### src/rtl/clken_pkg.sv
// ----------------------------------------------------------------------------
// clken_pkg
//
// Shared definitions for the multi-channel clock-enable generator
// (clock_enable_gen / clken_channel).
//
// Contents:
//   MODE_W        width of a channel mode field
//   DEF_DIV       default divisor loaded at reset (10 Hz phase from 50 MHz)
//   clken_mode_t  channel mode: OFF, RUN, ONESHOT, STEP
//   mode_counts() true for the modes in which the divider counter advances
// ----------------------------------------------------------------------------
package clken_pkg;

    localparam int MODE_W = 2;

    localparam int unsigned DEF_DIV = 32'd2500000;

    typedef enum logic [MODE_W-1:0] {
        MODE_OFF     = 2'b00,
        MODE_RUN     = 2'b01,
        MODE_ONESHOT = 2'b10,
        MODE_STEP    = 2'b11
    } clken_mode_t;

    // Only RUN and ONESHOT advance the counter; OFF and STEP hold it at 0.
    function automatic logic mode_counts(input clken_mode_t m);
        return (m == MODE_RUN) || (m == MODE_ONESHOT);
    endfunction

endpackage

### src/rtl/clken_channel.sv
// ----------------------------------------------------------------------------
// clken_channel
//
// One divider channel of clock_enable_gen. Holds the counter, the active and
// shadow divisors, the mode, the phase flip-flop and the sticky done flag.
//
// Ports:
//   clk           system clock
//   resetN        asynchronous active-low reset
//   wr_i          configuration write addressed to this channel
//   wr_div_i      divisor carried by the write
//   wr_mode_i     mode carried by the write (clken_mode_t encoding)
//   wr_restart_i  apply the divisor now and clear the counter
//   step_i        single-cycle step event (already synchronised)
//   tick_o        registered one-cycle enable pulse
//   phase_o       registered square wave, toggles on every tick
//   busy_o        mode is not OFF
//   done_o        sticky ONESHOT completion flag
// ----------------------------------------------------------------------------
module clken_channel #(
    parameter int          CNT_W      = 32,
    parameter int unsigned DEF_DIV    = 32'd2500000,
    parameter logic [1:0]  RESET_MODE = 2'b01
) (
    input  logic             clk,
    input  logic             resetN,
    input  logic             wr_i,
    input  logic [CNT_W-1:0] wr_div_i,
    input  logic [1:0]       wr_mode_i,
    input  logic             wr_restart_i,
    input  logic             step_i,
    output logic             tick_o,
    output logic             phase_o,
    output logic             busy_o,
    output logic             done_o
);
    import clken_pkg::*;

    clken_mode_t      mode_q, mode_d;
    clken_mode_t      wr_mode;
    logic [CNT_W-1:0] cnt_q, cnt_d;
    logic [CNT_W-1:0] div_q, div_d;
    logic [CNT_W-1:0] shd_q, shd_d;
    logic             tick_q, tick_d;
    logic             phase_q, phase_d;
    logic             done_q, done_d;

    logic counting;
    logic term_cnt;
    logic wr_off;
    logic apply_now;
    logic fire;

    assign wr_mode  = clken_mode_t'(wr_mode_i);
    assign counting = mode_counts(mode_q);
    // The active divisor only changes while the counter is 0, so cnt_q never
    // exceeds div_q and an equality compare is enough for terminal count.
    assign term_cnt = counting && (cnt_q == div_q);
    assign wr_off   = wr_i && (wr_mode == MODE_OFF);

    // The new divisor bypasses the shadow when the period is ending anyway,
    // when a restart is requested, when the counter is idle (OFF/STEP), or
    // when a ONESHOT is (re)armed so that it runs a full new period.
    assign apply_now = wr_i && (wr_restart_i || !counting ||
                                (wr_mode == MODE_ONESHOT) || term_cnt);

    // Writing OFF in the terminal-count cycle swallows that tick.
    assign fire = !wr_off &&
                  (term_cnt || ((mode_q == MODE_STEP) && step_i));

    always_comb begin
        mode_d  = mode_q;
        div_d   = div_q;
        shd_d   = shd_q;
        done_d  = done_q;
        tick_d  = fire;
        phase_d = fire ? ~phase_q : phase_q;

        if (!counting || term_cnt) begin
            cnt_d = '0;
        end else begin
            cnt_d = cnt_q + CNT_W'(1);
        end

        if (term_cnt) begin
            div_d = shd_q;
            if (mode_q == MODE_ONESHOT) begin
                mode_d = MODE_OFF;
                done_d = 1'b1;
            end
        end

        // A write overrides the automatic updates above.
        if (wr_i) begin
            mode_d = wr_mode;
            shd_d  = wr_div_i;
            done_d = 1'b0;
            if (apply_now) begin
                div_d = wr_div_i;
                cnt_d = '0;
            end
            if (!mode_counts(wr_mode)) begin
                cnt_d = '0;
            end
        end
    end

    always_ff @(posedge clk or negedge resetN) begin
        if (!resetN) begin
            mode_q  <= clken_mode_t'(RESET_MODE);
            cnt_q   <= '0;
            div_q   <= CNT_W'(DEF_DIV);
            shd_q   <= CNT_W'(DEF_DIV);
            tick_q  <= 1'b0;
            phase_q <= 1'b0;
            done_q  <= 1'b0;
        end else begin
            mode_q  <= mode_d;
            cnt_q   <= cnt_d;
            div_q   <= div_d;
            shd_q   <= shd_d;
            tick_q  <= tick_d;
            phase_q <= phase_d;
            done_q  <= done_d;
        end
    end

    assign tick_o  = tick_q;
    assign phase_o = phase_q;
    assign busy_o  = (mode_q != MODE_OFF);
    assign done_o  = done_q;

endmodule

### src/rtl/clock_enable_gen.sv
// ----------------------------------------------------------------------------
// clock_enable_gen
//
// Multi-channel runtime-programmable clock-enable generator. Every channel
// produces a registered single-cycle tick, a divided square-wave phase, a
// busy flag and a sticky ONESHOT done flag, all in the clk domain.
//
// Build option:
//   CLKEN_STEP_EN  when defined, adds the stepIn push-button input. It is
//                  synchronised (2 flops) and edge-detected; each rising edge
//                  ticks every channel in STEP mode once. When undefined,
//                  STEP mode behaves like OFF (busy still reads 1).
//
// Ports:
//   clk          system clock
//   resetN       asynchronous active-low reset
//   stepIn       asynchronous step button (CLKEN_STEP_EN only)
//   cfgWrEn      configuration write strobe
//   cfgChan      target channel
//   cfgDiv       new divisor
//   cfgMode      new mode: 00 OFF, 01 RUN, 10 ONESHOT, 11 STEP
//   cfgRestart   apply the divisor immediately and clear the counter
//   tick         per-channel one-cycle enable
//   phase        per-channel square wave
//   busy         per-channel mode != OFF
//   done         per-channel sticky ONESHOT completion
//   cfgErr       one-cycle pulse after a write to a non-existent channel
// ----------------------------------------------------------------------------
module clock_enable_gen #(
    parameter int          NUM_CH     = 4,
    parameter int          CNT_W      = 32,
    parameter int unsigned DEF_DIV    = clken_pkg::DEF_DIV,
    parameter logic [1:0]  RESET_MODE = 2'b01,
    parameter int          CH_IDX_W   = 2
) (
    input  logic                         clk,
    input  logic                         resetN,
`ifdef CLKEN_STEP_EN
    input  logic                         stepIn,
`endif
    input  logic                         cfgWrEn,
    input  logic [CH_IDX_W-1:0]          cfgChan,
    input  logic [CNT_W-1:0]             cfgDiv,
    input  logic [clken_pkg::MODE_W-1:0] cfgMode,
    input  logic                         cfgRestart,
    output logic [NUM_CH-1:0]            tick,
    output logic [NUM_CH-1:0]            phase,
    output logic [NUM_CH-1:0]            busy,
    output logic [NUM_CH-1:0]            done,
    output logic                         cfgErr
);
    logic [NUM_CH-1:0] chan_hit;
    logic              step_pulse;
    logic              cfg_err_q;

`ifdef CLKEN_STEP_EN
    // [0],[1] form the synchroniser; [2] is the previous synchronised value
    // for rising-edge detection. The channel registers the tick one edge
    // later, giving three edges from first-flop capture to tick.
    logic [2:0] step_sync_q;

    always_ff @(posedge clk or negedge resetN) begin
        if (!resetN) begin
            step_sync_q <= '0;
        end else begin
            step_sync_q <= {step_sync_q[1:0], stepIn};
        end
    end

    assign step_pulse = step_sync_q[1] & ~step_sync_q[2];
`else
    assign step_pulse = 1'b0;
`endif

    // An address matching no channel raises cfgErr and touches nothing.
    always_ff @(posedge clk or negedge resetN) begin
        if (!resetN) begin
            cfg_err_q <= 1'b0;
        end else begin
            cfg_err_q <= cfgWrEn && !(|chan_hit);
        end
    end

    assign cfgErr = cfg_err_q;

    for (genvar gi = 0; gi < NUM_CH; gi++) begin : g_ch
        assign chan_hit[gi] = (cfgChan == CH_IDX_W'(gi));

        clken_channel #(
            .CNT_W      (CNT_W),
            .DEF_DIV    (DEF_DIV),
            .RESET_MODE (RESET_MODE)
        ) u_ch (
            .clk          (clk),
            .resetN       (resetN),
            .wr_i         (cfgWrEn && chan_hit[gi]),
            .wr_div_i     (cfgDiv),
            .wr_mode_i    (cfgMode),
            .wr_restart_i (cfgRestart),
            .step_i       (step_pulse),
            .tick_o       (tick[gi]),
            .phase_o      (phase[gi]),
            .busy_o       (busy[gi]),
            .done_o       (done[gi])
        );
    end

endmodule

### config.mk
export PLATFORM = sky130hd
export DESIGN_NAME = clock_enable_gen
export DESIGN_NICKNAME = d
export VERILOG_FILES = /design/src/rtl/clken_pkg.sv /design/src/rtl/clken_channel.sv /design/src/rtl/clock_enable_gen.sv
export SDC_FILE = /design/constraint.sdc
export NUM_CORES = 1
export LEC_CHECK = 0
export BUFFER_PORTS_ARGS = -buffer_cell sky130_fd_sc_hd__clkbuf_2
export CAP_MARGIN = 15
export CORE_MARGIN = 2
export CORE_UTILIZATION = 40
export CTS_CLUSTER_SIZE = 25
export DETAILED_ROUTE_END_ITERATION = 16
export MAX_ROUTING_LAYER = met4
export SYNTH_ARGS = -nofsm -noshare
export SYNTH_HDL_FRONTEND = slang
export SYNTH_SLANG_ARGS = --single-unit
### constraint.sdc
create_clock -name clk -period 5.5 [get_ports clk]
set_clock_uncertainty 0.15 [all_clocks]
set_input_delay 1.1 -clock clk [delete_from_list [all_inputs] [get_ports clk]]
set_output_delay 1.1 -clock clk [all_outputs]
set_load 0.01 [all_outputs]
==> results summary, run 1 <==
The post-placement setup slack is 1.75 ns. The highest net fanout along the worst path is 36. The number of buffers added for setup after CTS is 0. The highest clock rate is 291 MHz. The static power due to leakage is 0.0103 uW.

Measured along the x axis, the die boundary spans 235 um. The least setup slack across all paths after layout came out at 2.06 ns. The worst setup path is launched from a register. The congestion estimate from routability-driven global placement came to 0.849. The remaining design rule violation count came out at 0. The floorplan core area came out at 52800 um^2. The transition time at the pin with the least slew margin is 1.01 ns. The main combinational cell family by area after synthesis is simple AND/OR/NAND/NOR gates.

The initial cell density of the core is 40.6%. The power density normalized to cell area is 365 nW/um^2. The area of the mapped netlist is 21400 um^2. The cell count after synthesis is 2267. The register area share after synthesis came out at 47.7%. The top-level port count is 57. The CTS tree is yes. The post-synthesis mux area share came out at 5.77%.

The post-route setup TNS came out at 0 ns. The detailed-routing iteration count for the pre-antenna-repair pass is 6. The biggest area contributor in the post-synthesis netlist is dfrtp_1. Setup repair after global routing left no endpoint under its margin.

The net count after synthesis is 2321. The number of max-cap violations came out at 0. The number of core rows came out at 84.

The smallest clock period supported by the final layout is computed as 3.44 ns. The average routed wire per standard cell came out at 19.1 um. The data arrival time at the worst-slack endpoint came out at 3.72 ns. STA classifies the critical path endpoint as a register. The chip height is 235 um. The path type of the worst min-delay path is register to register. The kind of critical path is register to register.

The area share of the leading cell type in the synthesized netlist is 39.3%. The total length of routed wires is 56700 um. The root buffer selected by CTS is clkbuf_16.

The count of input and output buffers is 56. The total global-route track usage is 21.3%. The number of buffers inserted for hold repair after clock tree synthesis came out at 0. The later pin in the worst-skew pair is clocked with a latency of 0.58 ns.

Summing the areas of all compound-gate instances in the mapped netlist gives 8.33% of the synthesized area. The final-layout fill cell count came out at 5013. The H-tree depth reported by CTS is 2. The first global-routing pass estimated 90500 um of wire. Summed over all nets, the half-perimeter wirelength after detailed placement is 36700 um. The simple-gate area share of the yosys netlist is 23.1%. The count of warnings emitted by yosys came out at 0. The area share of fa/ha/maj cells after synthesis is 0.817%. The number of antenna violations at the first check in global routing is 0. The number of pins exceeding their max-slew limit in the final report was 0. The via count of the first global-routing pass came out at 15700. At the end of the flow, the number of nets in the layout was 2307. STA puts the critical path data required time at 5.78 ns. The initial detailed-routing violation count is 1228. The mean instance size in the synthesized netlist came out at 9.45 um^2. The number of library cell types mapped by synthesis came out at 48.

The count of flip-flops with a built-in enable after synthesis came out at 0. The headroom to the max-slew limit is 32.2%. The fraction of final layout cells with drive strength greater than 1 is 16.2%.

The number of endpoints failing setup at the final stage came out at 0. The via count came out at 15900. After synthesis, the share of flip-flops with an asynchronous set or reset is 100%. The maximum clock path buffer count is 3. Among all flip-flop cells after synthesis, the most frequent one is dfrtp_1. The area of the die is 55500 um^2. The worst supply voltage drop on vdd came out at 0.186 mV. The flow ran to the end, and the final reports show no timing, DRC or antenna violations.

The post-cts resize count came out at 0. The final cell area excluding filler cells came out at 23500 um^2. The worst path uses 62.5% of the clock period. The largest net degree at the start of global routing is 111. By instance count, the leading cell after synthesis is nand2_1. The placed instance area came out at 22100 um^2. The total congestion overflow came out at 0. In the post-synthesis netlist, the biggest area contributors are dfrtp_1 (39%), nand2_1 (9.9%), dfstp_2 (8.3%), xnor2_1 (7.6%), nor2_1 (6.8%). The commonest cells after synthesis are nand2_1 (564), nor2_1 (389), dfrtp_1 (337), xnor2_1 (186), clkbuf_1 (90). The number of flip-flops and latches in the synthesized netlist is 405. The number of clock buffers added by TritonCTS is 45.

The layout overhead on the synthesized area came out at 9.69%. The count of endpoints failing hold in the final timing report is 0. The clock drives 405 sinks.

The sum of internal, switching and leakage power came out at 8590 uW. The detailed-route vias per instance came out at 5.34. The xor/xnor cell area share of the yosys netlist came out at 10.3%. Clock-pin slew was measured on the worst setup and hold paths at 0.06 ns. The remaining antenna violation count came out at 0.
placed cells by master, fill, tap and decap left out, types with 13 or more instances in the layout:
| cell | instances |
|---|---|
| o211a_1 | 32 |
| clkbuf_2 | 55 |
| nand2_1 | 564 |
| dfstp_2 | 68 |
| xnor2_1 | 186 |
| clkbuf_16 | 45 |
| nand4_1 | 46 |
| or3_1 | 32 |
| xor2_1 | 66 |
| mux2_1 | 28 |
| dfrtp_1 | 337 |
| nand3_1 | 53 |
| and4_1 | 14 |
| mux2_2 | 40 |
| nor3_1 | 14 |
| buf_4 | 23 |
| a32oi_1 | 38 |
| nor2_1 | 388 |
| and3_1 | 22 |
| clkbuf_1 | 14 |
| a32oi_2 | 58 |
| mux2_4 | 29 |
| inv_1 | 32 |
| ha_1 | 13 |
cell families (layout without fill, tap and decap cells):
group	Yosys count	in the layout
compound gates	150	150
flops	405	405
other cells	1	2
mux	99	99
buf+inv	175	194
fa+ha+maj	14	14
simple gates	1171	1171
xor+xnor	252	252
stage by stage:
stage | hold slack [ns] | util [%] | cells
2_1_floorplan | 0.286 | - | 2267
3_3_place_gp | 0.294 | 41.9 | 2894
3_5_place_dp | 0.297 | 41.9 | 2894
4_1_cts | 0.307 | 44.6 | 2974
5_1_grt | 0.319 | 44.6 | 2974
6_report | 0.306 | 44.6 | 2975
critical path, cell delays in order (launching register included):
cell and delay (ns):
dfstp_2 0.56, xnor2_1 0.12, nand4_1 0.14, nor4_1 0.38, nand2_2 0.63, mux2i_2 0.63, buf_4 0.43, a32oi_1 0.18
state kept, by name, summed over array words and instances (netlist names):
signal / count
g_ch.u_ch.done_o: 4
g_ch.u_ch.div_q: 128
g_ch.u_ch.shd_q: 128
g_ch.u_ch.tick_o: 4
g_ch.u_ch.phase_o: 4
cfgErr: 1
g_ch.u_ch.mode_q: 8
g_ch.u_ch.cnt_q: 128
power breakdown:
group          internal (uW)  switching, uW
registers               3510            427
logic                    781            951
clock network           1690           1230
total                   5980           2610
path summary, 6_finish.rpt:
path | startpoint | end | slack, ns | cells past startpoint
worst max-delay path | g_ch[3].u_ch.div_q[8]$_DFF_PN1_ | g_ch[3].u_ch.div_q[1]$_DFF_PN0_ | 2.06 | 7
worst min-delay path | g_ch[1].u_ch.shd_q[18]$_DFFE_PN1P_ | g_ch[1].u_ch.shd_q[18]$_DFFE_PN1P_ | 0.31 | 2
worst max register to register | g_ch[3].u_ch.div_q[8]$_DFF_PN1_ | g_ch[3].u_ch.div_q[1]$_DFF_PN0_ | 2.06 | 7
worst min register to register | g_ch[1].u_ch.shd_q[18]$_DFFE_PN1P_ | g_ch[1].u_ch.shd_q[18]$_DFFE_PN1P_ | 0.31 | 2
max in group asynchronous | resetN | g_ch[0].u_ch.cnt_q[8]$_DFF_PN0_ | 3.72 | 2
min in group asynchronous | resetN | g_ch[1].u_ch.cnt_q[29]$_DFF_PN0_ | 0.36 | 1
routing by layer:
| layer | track usage (%) | part of all wire, % |
|---|---|---|
| met3 | 2.70 | 4.2 |
| met2 | 33.1 | 46 |
| met1 | 28.7 | 46 |
| met5 | - | 0 |
| met4 | 7.53 | 3.9 |
final cells by class:
class,instances,area [um^2],share of cell area (%)
Multi-Input combinational cell,1687,10400,44.2
Tap cell,688,861,3.66
Clock inverter,11,80.1,0.341
Antenna cell,1,2.50,0.0106
Sequential cell,405,10200,43.5
Clock buffer,69,1320,5.60
Timing Repair Buffer,82,523,2.22
Inverter,32,120,0.511
(Power assumes the default switching activity.)
==> run 2, diff against run 1 <==
--- a/config.mk
+++ b/config.mk
@@ -5,6 +5,7 @@
 export SDC_FILE = /design/constraint.sdc
 export NUM_CORES = 1
 export LEC_CHECK = 0
+export ABC_AREA = 1
 export BUFFER_PORTS_ARGS = -buffer_cell sky130_fd_sc_hd__clkbuf_2
 export CAP_MARGIN = 15
 export CORE_MARGIN = 2
==> constraint.sdc (replaced) <==
create_clock -name clk -period 3.3 [get_ports clk]
set_clock_uncertainty 0.15 [all_clocks]
set_input_delay 0.66 -clock clk [delete_from_list [all_inputs] [get_ports clk]]
set_output_delay 0.66 -clock clk [all_outputs]
set_load 0.01 [all_outputs]
==> run 2 against run 1 <==
Against the previous run:
- clock power up 90%
- largest power group unchanged
- global-route usage is 4.0 points higher
- routed wire length rose by 26%
- highest routed layer unchanged
- sequential power increased by 61%
- setup slack got worse by 1.3 ns
- register-to-register slack worse by 1.3 ns
- largest cell class unchanged
- critical path type unchanged
- sequential share of layout area is 3.0 points lower
- sequential cell count did not move
- non-clock buffer count up 25
==> results summary, run 2 <==
The flow ran to the end, and the final reports show no timing, DRC or antenna violations. Net switching is 32.1% of the power. Ranked by instance count, the synthesized netlist is headed by nand2_1 (1188), dfrtp_1 (337), inv_1 (285), nor2_1 (261), nand4_1 (181). In the routed layout, each cell is associated on average with a via count of 5.06. The beginning of the critical path is g_ch[1].u_ch.cnt_q[19]$_DFF_PN0_.

The path class of the tightest hold or removal check is input port to register. The maximum clock path buffer count came out at 3. The startpoint identified for the worst hold timing path is cfgMode[1]. The layout overhead on the synthesized area came out at 11.3%. The number of cells in the design after placement is 3824. The final weighted congestion in routability-driven placement is 0.912.

The register share of total power came out at 42.9%. The transition time at the pin with the least slew margin is 0.759 ns. The async set or reset register ratio after synthesis is 100%. After routing the design area is 25300 um^2. Global routing used 25.3% of the available tracks across all layers. For the finished layout, the period the worst path requires is 2.50 ns.

The die covers 58700 um^2. The worst register-to-register path begins at g_ch[1].u_ch.cnt_q[19]$_DFF_PN0_. The remaining design rule violation count is 0. The most common library cell in the layout ignoring fill and taps is nand2_1.

The number of max-cap violations came out at 0. TritonCTS built the clock tree. Summed over all nets, the half-perimeter wirelength after detailed placement is 50100 um. The root buffer selected by CTS is clkbuf_16. The highest net fanout along the worst path is 18. The data arrival time at the worst-slack endpoint is 2.88 ns.

The analysis attributes to net switching a power of 4740 uW. The area of the mapped netlist came out at 22700 um^2. In the post-synthesis netlist, the biggest area contributors are dfrtp_1 (37%), nand2_1 (20%), dfstp_2 (7.9%), nand4_1 (5.0%), inv_1 (4.7%). The initial cell density of the core came out at 40.3%. The top-level port count is 57. The number of antenna violations at the first check in global routing came out at 0.

After floorplanning, the core was divided into 87 placement rows. The area share of the leading cell type in the synthesized netlist is 37.2%. The clock sink count came out at 405. In the final layout, the registers with the most flip-flops are g_ch.u_ch.cnt_q: 128 flops, g_ch.u_ch.div_q: 128 flops, g_ch.u_ch.shd_q: 128 flops.

The power density normalized to cell area came out at 585 nW/um^2. The total length of routed wires is 71300 um. The first global-routing pass estimated 113000 um of wire.

The worst supply voltage drop on vdd is 0.401 mV. The number of pins exceeding their max-slew limit in the final report is 0. The number of flip-flops and latches in the synthesized netlist is 405. The count of input and output buffers is 56. The net count after synthesis came out at 3169. The number of endpoints failing setup at the final stage is 0. Clock tree synthesis inserted a total of 48 buffers. Setup repair after global routing left no endpoint under its margin.

Once the clock tree was built, the resizer swapped 0 gates to a different size. In the post-synthesis netlist, the cell with the most instances is nand2_1. The via count of the first global-routing pass is 18900.

The floorplan core area is 56300 um^2. Measured along the y axis, the die boundary spans 242 um. The H-tree depth reported by CTS came out at 2. The die is 242 um wide. In the layout the commonest cells are nand2_1 (1188), dfrtp_1 (337), inv_1 (281).

The share of the clock period used by the worst path after layout is 75.8%. The number of buffers added for setup after CTS came out at 0. The via count is 19800.

For this run, the post-layout net count is 3173. In the synthesized netlist the dominant register cell turns out to be dfrtp_1. The mean instance size in the synthesized netlist came out at 7.29 um^2. The number of library cell types mapped by synthesis is 37. Entering global routing, the biggest net connects 82 pins.

For this design the static power due to leakage is 0.0122 uW. The count of endpoints failing hold in the final timing report is 0. After detailed placement, the total cell area comes to 23600 um^2. The clock latency reported for the late side of the worst-skew pair came out at 0.60 ns.

By startpoint and endpoint, the worst setup path is classified as register to register. The logic gate share of total power came out at 19.5%. The internal power is 10000 uW.

The initial detailed-routing violation count came out at 1633. The remaining antenna violation count is 0. The required arrival time at the worst endpoint is 3.68 ns.

The headroom to the max-slew limit came out at 49.4%. STA classifies the critical path startpoint as a register. The first TritonRoute pass finished after 5 iterations. The count of warnings emitted by yosys is 0.

The cell count after synthesis came out at 3115. After detailed routing, the average wire length per cell comes to 18.2 um. Summed over all instances, the cell type with the most area after synthesis is dfrtp_1.

The clock power share is 37.6%. Setup total negative slack on the finished layout was measured at 0 ns. The final cell count without fillers came out at 3915. The share of the Yosys chip area taken by registers is 45.0%. The count of flip-flops with a built-in enable after synthesis is 0.

The number of diodes came out at 0. For this run the aggregate overflow at the end of global routing stands at 0. STA classifies the critical path endpoint as a register. The clock transition time at the flip-flop clock pins of the worst setup and hold paths is 0.06 ns. The fraction of final layout cells with drive strength greater than 1 came out at 10.6%. Static timing analysis puts the maximum clock frequency at 400 MHz.
-- run 2: cell families (layout without fill, tap and decap cells) --
family	after synthesis	count (layout)	share of synthesized area, %
buf+inv	461	505	8.59
other cells	1	1	0.0165
fa+ha+maj	14	14	0.772
compound gates	157	157	3.47
xor+xnor	137	137	5.32
simple gates	1940	1940	36.8
flops	405	405	45.0
-- run 2: worst paths after layout --
kind                                                           end  cells past startpoint  slack (ns)
worst min-delay path            g_ch[3].u_ch.mode_q[1]$_DFFE_PN0P_                      3        0.26
max in group asynchronous       g_ch[1].u_ch.mode_q[0]$_DFFE_PN1P_                      3        1.59
worst max-delay path               g_ch[1].u_ch.div_q[7]$_DFF_PN1_                     10        0.80
worst max register to register     g_ch[1].u_ch.div_q[7]$_DFF_PN1_                     10        0.80
worst min register to register  g_ch[1].u_ch.mode_q[0]$_DFFE_PN1P_                      2        0.33
min in group asynchronous          g_ch[2].u_ch.cnt_q[8]$_DFF_PN0_                      2        0.49
-- run 2: final cells by class --
class	instances	area, um^2
sequential	405	10200
inverter	308	1160
fill	5795	31000
clock buffer	75	1440
clock inverter	15	210
multi-input combinational	2249	10600
timing repair buffer	107	738
tap	756	946
-- run 2: power by group through the flow --
| stage | clock (uW) | combinational, uW | sequential [uW] |
|---|---|---|---|
| global route | 5860 | 3350 | 6420 |
| floorplan | 0 | 2090 | 6180 |
| detailed placement | 0 | 2870 | 6420 |
| finish | 5560 | 2880 | 6350 |
| global placement | 0 | 2830 | 6400 |
| CTS | 5650 | 2880 | 6340 |
-- run 2: layer usage --
layer	wire length, um	vias up	global-route usage, %
li1	-	9833	-
met5	0	-	-
met3	4840	149	4.32
met4	3110	0	10.4
met1	32000	9231	34.1
met2	31300	603	37.9
-- run 2: stage by stage --
| step | utilization, % | power, uW | hold slack, ns | setup WS, ns |
|---|---|---|---|---|
| CTS | 44.9 | 14900 | 0.229 | 0.851 |
| detailed placement | 41.9 | 9280 | 0.323 | 0.536 |
| global route | 44.9 | 15600 | 0.255 | 0.595 |
| global placement | 41.9 | 9240 | 0.317 | 0.545 |
| finish | 44.9 | 14800 | 0.262 | 0.798 |
| floorplan | - | 8270 | 0.214 | 1.27 |
-- run 2: repair_timing --
| action | in CTS | in global routing |
|---|---|---|
| endpoints found under the setup margin | 0 | 0 |
| hold endpoints to repair | 56 | 0 |
| hold buffers | 1 | 0 |
-- run 2: worst max-delay path: stages, from the launching register on --
cell and delay (ns):
dfrtp_1 0.51, xnor2_1 0.26, nand2_1 0.09, nor2_1 0.09, nand2_1 0.07, nor2_2 0.60, buf_4 0.29, nand4_1 0.15
nand2_1 0.10, nand2_1 0.05, nand2_1 0.08
==> run 3, diff against run 2 <==
--- a/config.mk
+++ b/config.mk
@@ -5,7 +5,7 @@
 export SDC_FILE = /design/constraint.sdc
 export NUM_CORES = 1
 export LEC_CHECK = 0
-export ABC_AREA = 1
+export ABC_AREA = 0
 export BUFFER_PORTS_ARGS = -buffer_cell sky130_fd_sc_hd__clkbuf_2
 export CAP_MARGIN = 15
 export CORE_MARGIN = 2
==> constraint.sdc (replaced) <==
create_clock -name clk -period 2.45 [get_ports clk]
set_clock_uncertainty 0.15 [all_clocks]
set_input_delay 0.49 -clock clk [delete_from_list [all_inputs] [get_ports clk]]
set_output_delay 0.49 -clock clk [all_outputs]
set_load 0.01 [all_outputs]
==> run 3 against run 2 <==
Against the previous run:
- the run now ends with negative setup slack left
- via count is 18% lower
- critical path depth fell by 2
- die area decreased by 5.5%
- count of clock-buffer cells in the layout is 2 higher
- critical endpoint is now g_ch[0].u_ch.div_q[9]$_DFF_PN0_
- largest power group unchanged
- highest routed layer unchanged
==> results summary, run 3 (synthesized netlist as in run 1, its figures left out) <==
For this design the top-level I/O count stands at 57. The remaining design rule violation count is 0. The worst register-to-register path begins at g_ch[0].u_ch.div_q[0]$_DFF_PN0_. The worst setup path is of the register to register kind. The final cell area excluding filler cells came out at 24800 um^2. The worst supply voltage drop on vdd is 0.461 mV. The run finished, with violations left.

The static power due to leakage is 0.0110 uW. The share of the core filled with cells came out at 46.9%. The number of antenna violations at the first check in global routing came out at 0. The die is 235 um wide.

The largest registers in the layout are g_ch.u_ch.cnt_q: 128 flops, g_ch.u_ch.div_q: 128 flops, g_ch.u_ch.shd_q: 128 flops. The final weighted congestion in routability-driven placement is 0.835. The number of buffer and inverter stages on the critical path is 2. The fraction of power spent switching nets came out at 30.1%. The via count came out at 16300.

In this design, the critical path's most frequently occurring cell is buf_12. The initial detailed-routing violation count is 1420. Counting instances, the worst hold path has a depth of 3.

The fraction of final layout cells with drive strength greater than 1 is 19.8%. Across every metal layer, demand over resource in global routing totals 22.1%. The final reports fail on negative setup slack.

The most common library cell in the layout ignoring fill and taps is nand2_1. The clock sink count came out at 405. In the final routed layout, each cell accounts on average for 19.3 um.

Of the total power, combinational logic draws 21.1%. The startpoint class of the critical path is a register. The critical path capture point type is a register. The detailed-routing iteration count for the pre-antenna-repair pass came out at 5. Row generation in the floorplan step produced 84 rows. Of all nets on the critical path, the largest fanout is 19.

The via count of the first global-routing pass is 16300. Walking the worst path, the cells encountered are xnor2_1, nand4_1, nor4_2, nand2_2, buf_12, mux2i_4, buf_12, a32oi_2. Measured against its own limit, the worst slew margin works out to 62.4%. Setup repair after global routing could not meet its margin everywhere.

TritonCTS built the clock tree. The number of pins exceeding their max-slew limit in the final report was 0. After layout, the minimum clock period comes to 2.46 ns. STA puts the critical path data arrival time at 2.75 ns.

The count of nets left with antenna violations once routing finished came out at 0. For hold timing, the worst endpoint is g_ch[1].u_ch.shd_q[2]$_DFFE_PN0P_. The least setup slack across all paths after layout is -0.0128 ns. The detailed-placement wirelength estimate came out at 39700 um.

The worst min-delay path startpoint is cfgDiv[2]. The reg-to-reg endpoint is g_ch[0].u_ch.div_q[9]$_DFF_PN0_. Timing would allow up to 406 MHz. The transition time at the pin with the least slew margin came out at 0.564 ns. In the routed layout, each cell is associated on average with a via count of 5.30. The total number of nets in the final design came out at 2401. In this run the clock root is driven by a clkbuf_16. Per report_power, the clock group accounts for 34.9% of the total. The first global-routing pass estimated 93700 um of wire.

The internal portion of the total power is 14000 uW. The layout overhead on the synthesized area came out at 15.5%. The required arrival time at the worst endpoint is 2.74 ns. In the layout the commonest cells are nand2_1 (564), nor2_1 (388), dfrtp_1 (337).

The initial cell density of the core is 40.6%. Setup violations remaining at the end of the flow were counted as 4. The count of input and output buffers came out at 56. The total clock buffers created by CTS is 45. The total congestion overflow is 0.

The cell depth of the worst flop-to-flop path is 8. The share of total power dissipated in sequential elements is 44.0%. The largest single stage delay on the critical path is 0.42 ns.

The worst register-to-register path has a setup slack of -0.01 ns. Of the available clock period, the critical path in the final layout requires 101%. The path type of the worst min-delay path is input port to register. Across the run, the number of max-cap violations was 0.

The chip height came out at 235 um. For this design the ratio of total power to cell area is 810 nW/um^2. The clock latency reported for the late side of the worst-skew pair came out at 0.58 ns. Entering global routing, the biggest net connects 85 pins. The area of the die is 55500 um^2. The count of endpoints failing hold in the final timing report came to 0.

On the critical path the largest part of the delay comes from simple AND/OR/NAND/NOR gates. The placed instance area came out at 23100 um^2. The routed design has 59400 um of wire. The slowest stage of the critical path is the dfrtp_1 cell. The H-tree depth reported by CTS came out at 2. After floorplanning, the core was sized to cover 52800 um^2.

The clock transition time at the flip-flop clock pins of the worst setup and hold paths is 0.06 ns. The switching power total is 6030 uW. The maximum clock path buffer count came out at 3.
[run 3: timing repair]
action | CTS | global route
endpoints found under the setup margin | 0 | 106
gates resized for setup | 0 | 16
hold buffers | 1 | 0
hold endpoints to repair | 236 | 0
setup buffers | 0 | 2
[run 3: power groups by stage]
stage	registers (uW)	logic [uW]	clock network, uW
6_report	8820	4230	7000
5_1_grt	8960	4690	7390
4_1_cts	8810	4170	7130
3_5_place_dp	8920	4150	0
3_3_place_gp	8880	4030	0
2_1_floorplan	8600	2990	0
[run 3: tightest hold or removal path, delay by kind of cell]
kind | cells | cell delay, ns
AND/OR/NAND/NOR | 2 | 0.14
buffers and inverters | 1 | 0.19
[run 3: worst max path at each step]
stage                                     startpoint                               end  cells after the start  slack (ns)
CTS                 g_ch[1].u_ch.cnt_q[30]$_DFF_PN0_   g_ch[1].u_ch.div_q[6]$_DFF_PN0_                      8        0.04
global placement    g_ch[0].u_ch.div_q[10]$_DFF_PN1_  g_ch[0].u_ch.div_q[19]$_DFF_PN0_                      8        0.04
floorplan                                 cfgMode[0]  g_ch[2].u_ch.div_q[11]$_DFF_PN0_                      9        0.12
detailed placement  g_ch[1].u_ch.cnt_q[30]$_DFF_PN0_   g_ch[1].u_ch.div_q[6]$_DFF_PN0_                      8        0.06
finish               g_ch[0].u_ch.div_q[0]$_DFF_PN0_   g_ch[0].u_ch.div_q[9]$_DFF_PN0_                      8       -0.01
global route         g_ch[0].u_ch.div_q[6]$_DFF_PN0_  g_ch[0].u_ch.div_q[29]$_DFF_PN0_                      8       -0.08
[run 3: per-layer routing]
metal  global-route usage [%]  wire, um  vias to the layer above  share of wire [%]
li1                         -         -                     7688                  -
met1                     29.6     26900                     8136                 45
met2                     34.1     27700                      372                 47
met3                     2.61      2360                       92                4.0
met4                     9.21      2530                        0                4.3
met5                        -         0                        -                  0
[run 3: per-stage QoR]
stage | std cells | power [uW] | hold WS [ns] | TNS [ns] | worst slack, ns
3_3_place_gp | 2982 | 12900 | 0.179 | 0 | 0.0426
4_1_cts | 3067 | 20100 | 0.0988 | 0 | 0.0378
6_report | 3073 | 20100 | 0.127 | -0.0228 | -0.0128
2_1_floorplan | 2267 | 11600 | 0.0444 | 0 | 0.116
3_5_place_dp | 2982 | 13100 | 0.182 | 0 | 0.0593
5_1_grt | 3072 | 21000 | 0.117 | -2.84 | -0.0813
[run 3: area by class of cell]
| class | instances | area [um^2] |
|---|---|---|
| Sequential cell | 405 | 10200 |
| Multi-Input combinational cell | 1687 | 10500 |
| Timing Repair Buffer | 176 | 1580 |
| Antenna cell | 1 | 2.50 |
| Clock buffer | 77 | 1400 |
| Fill cell | 4902 | 28000 |
| Tap cell | 688 | 861 |
| Inverter | 32 | 120 |
| Clock inverter | 7 | 114 |
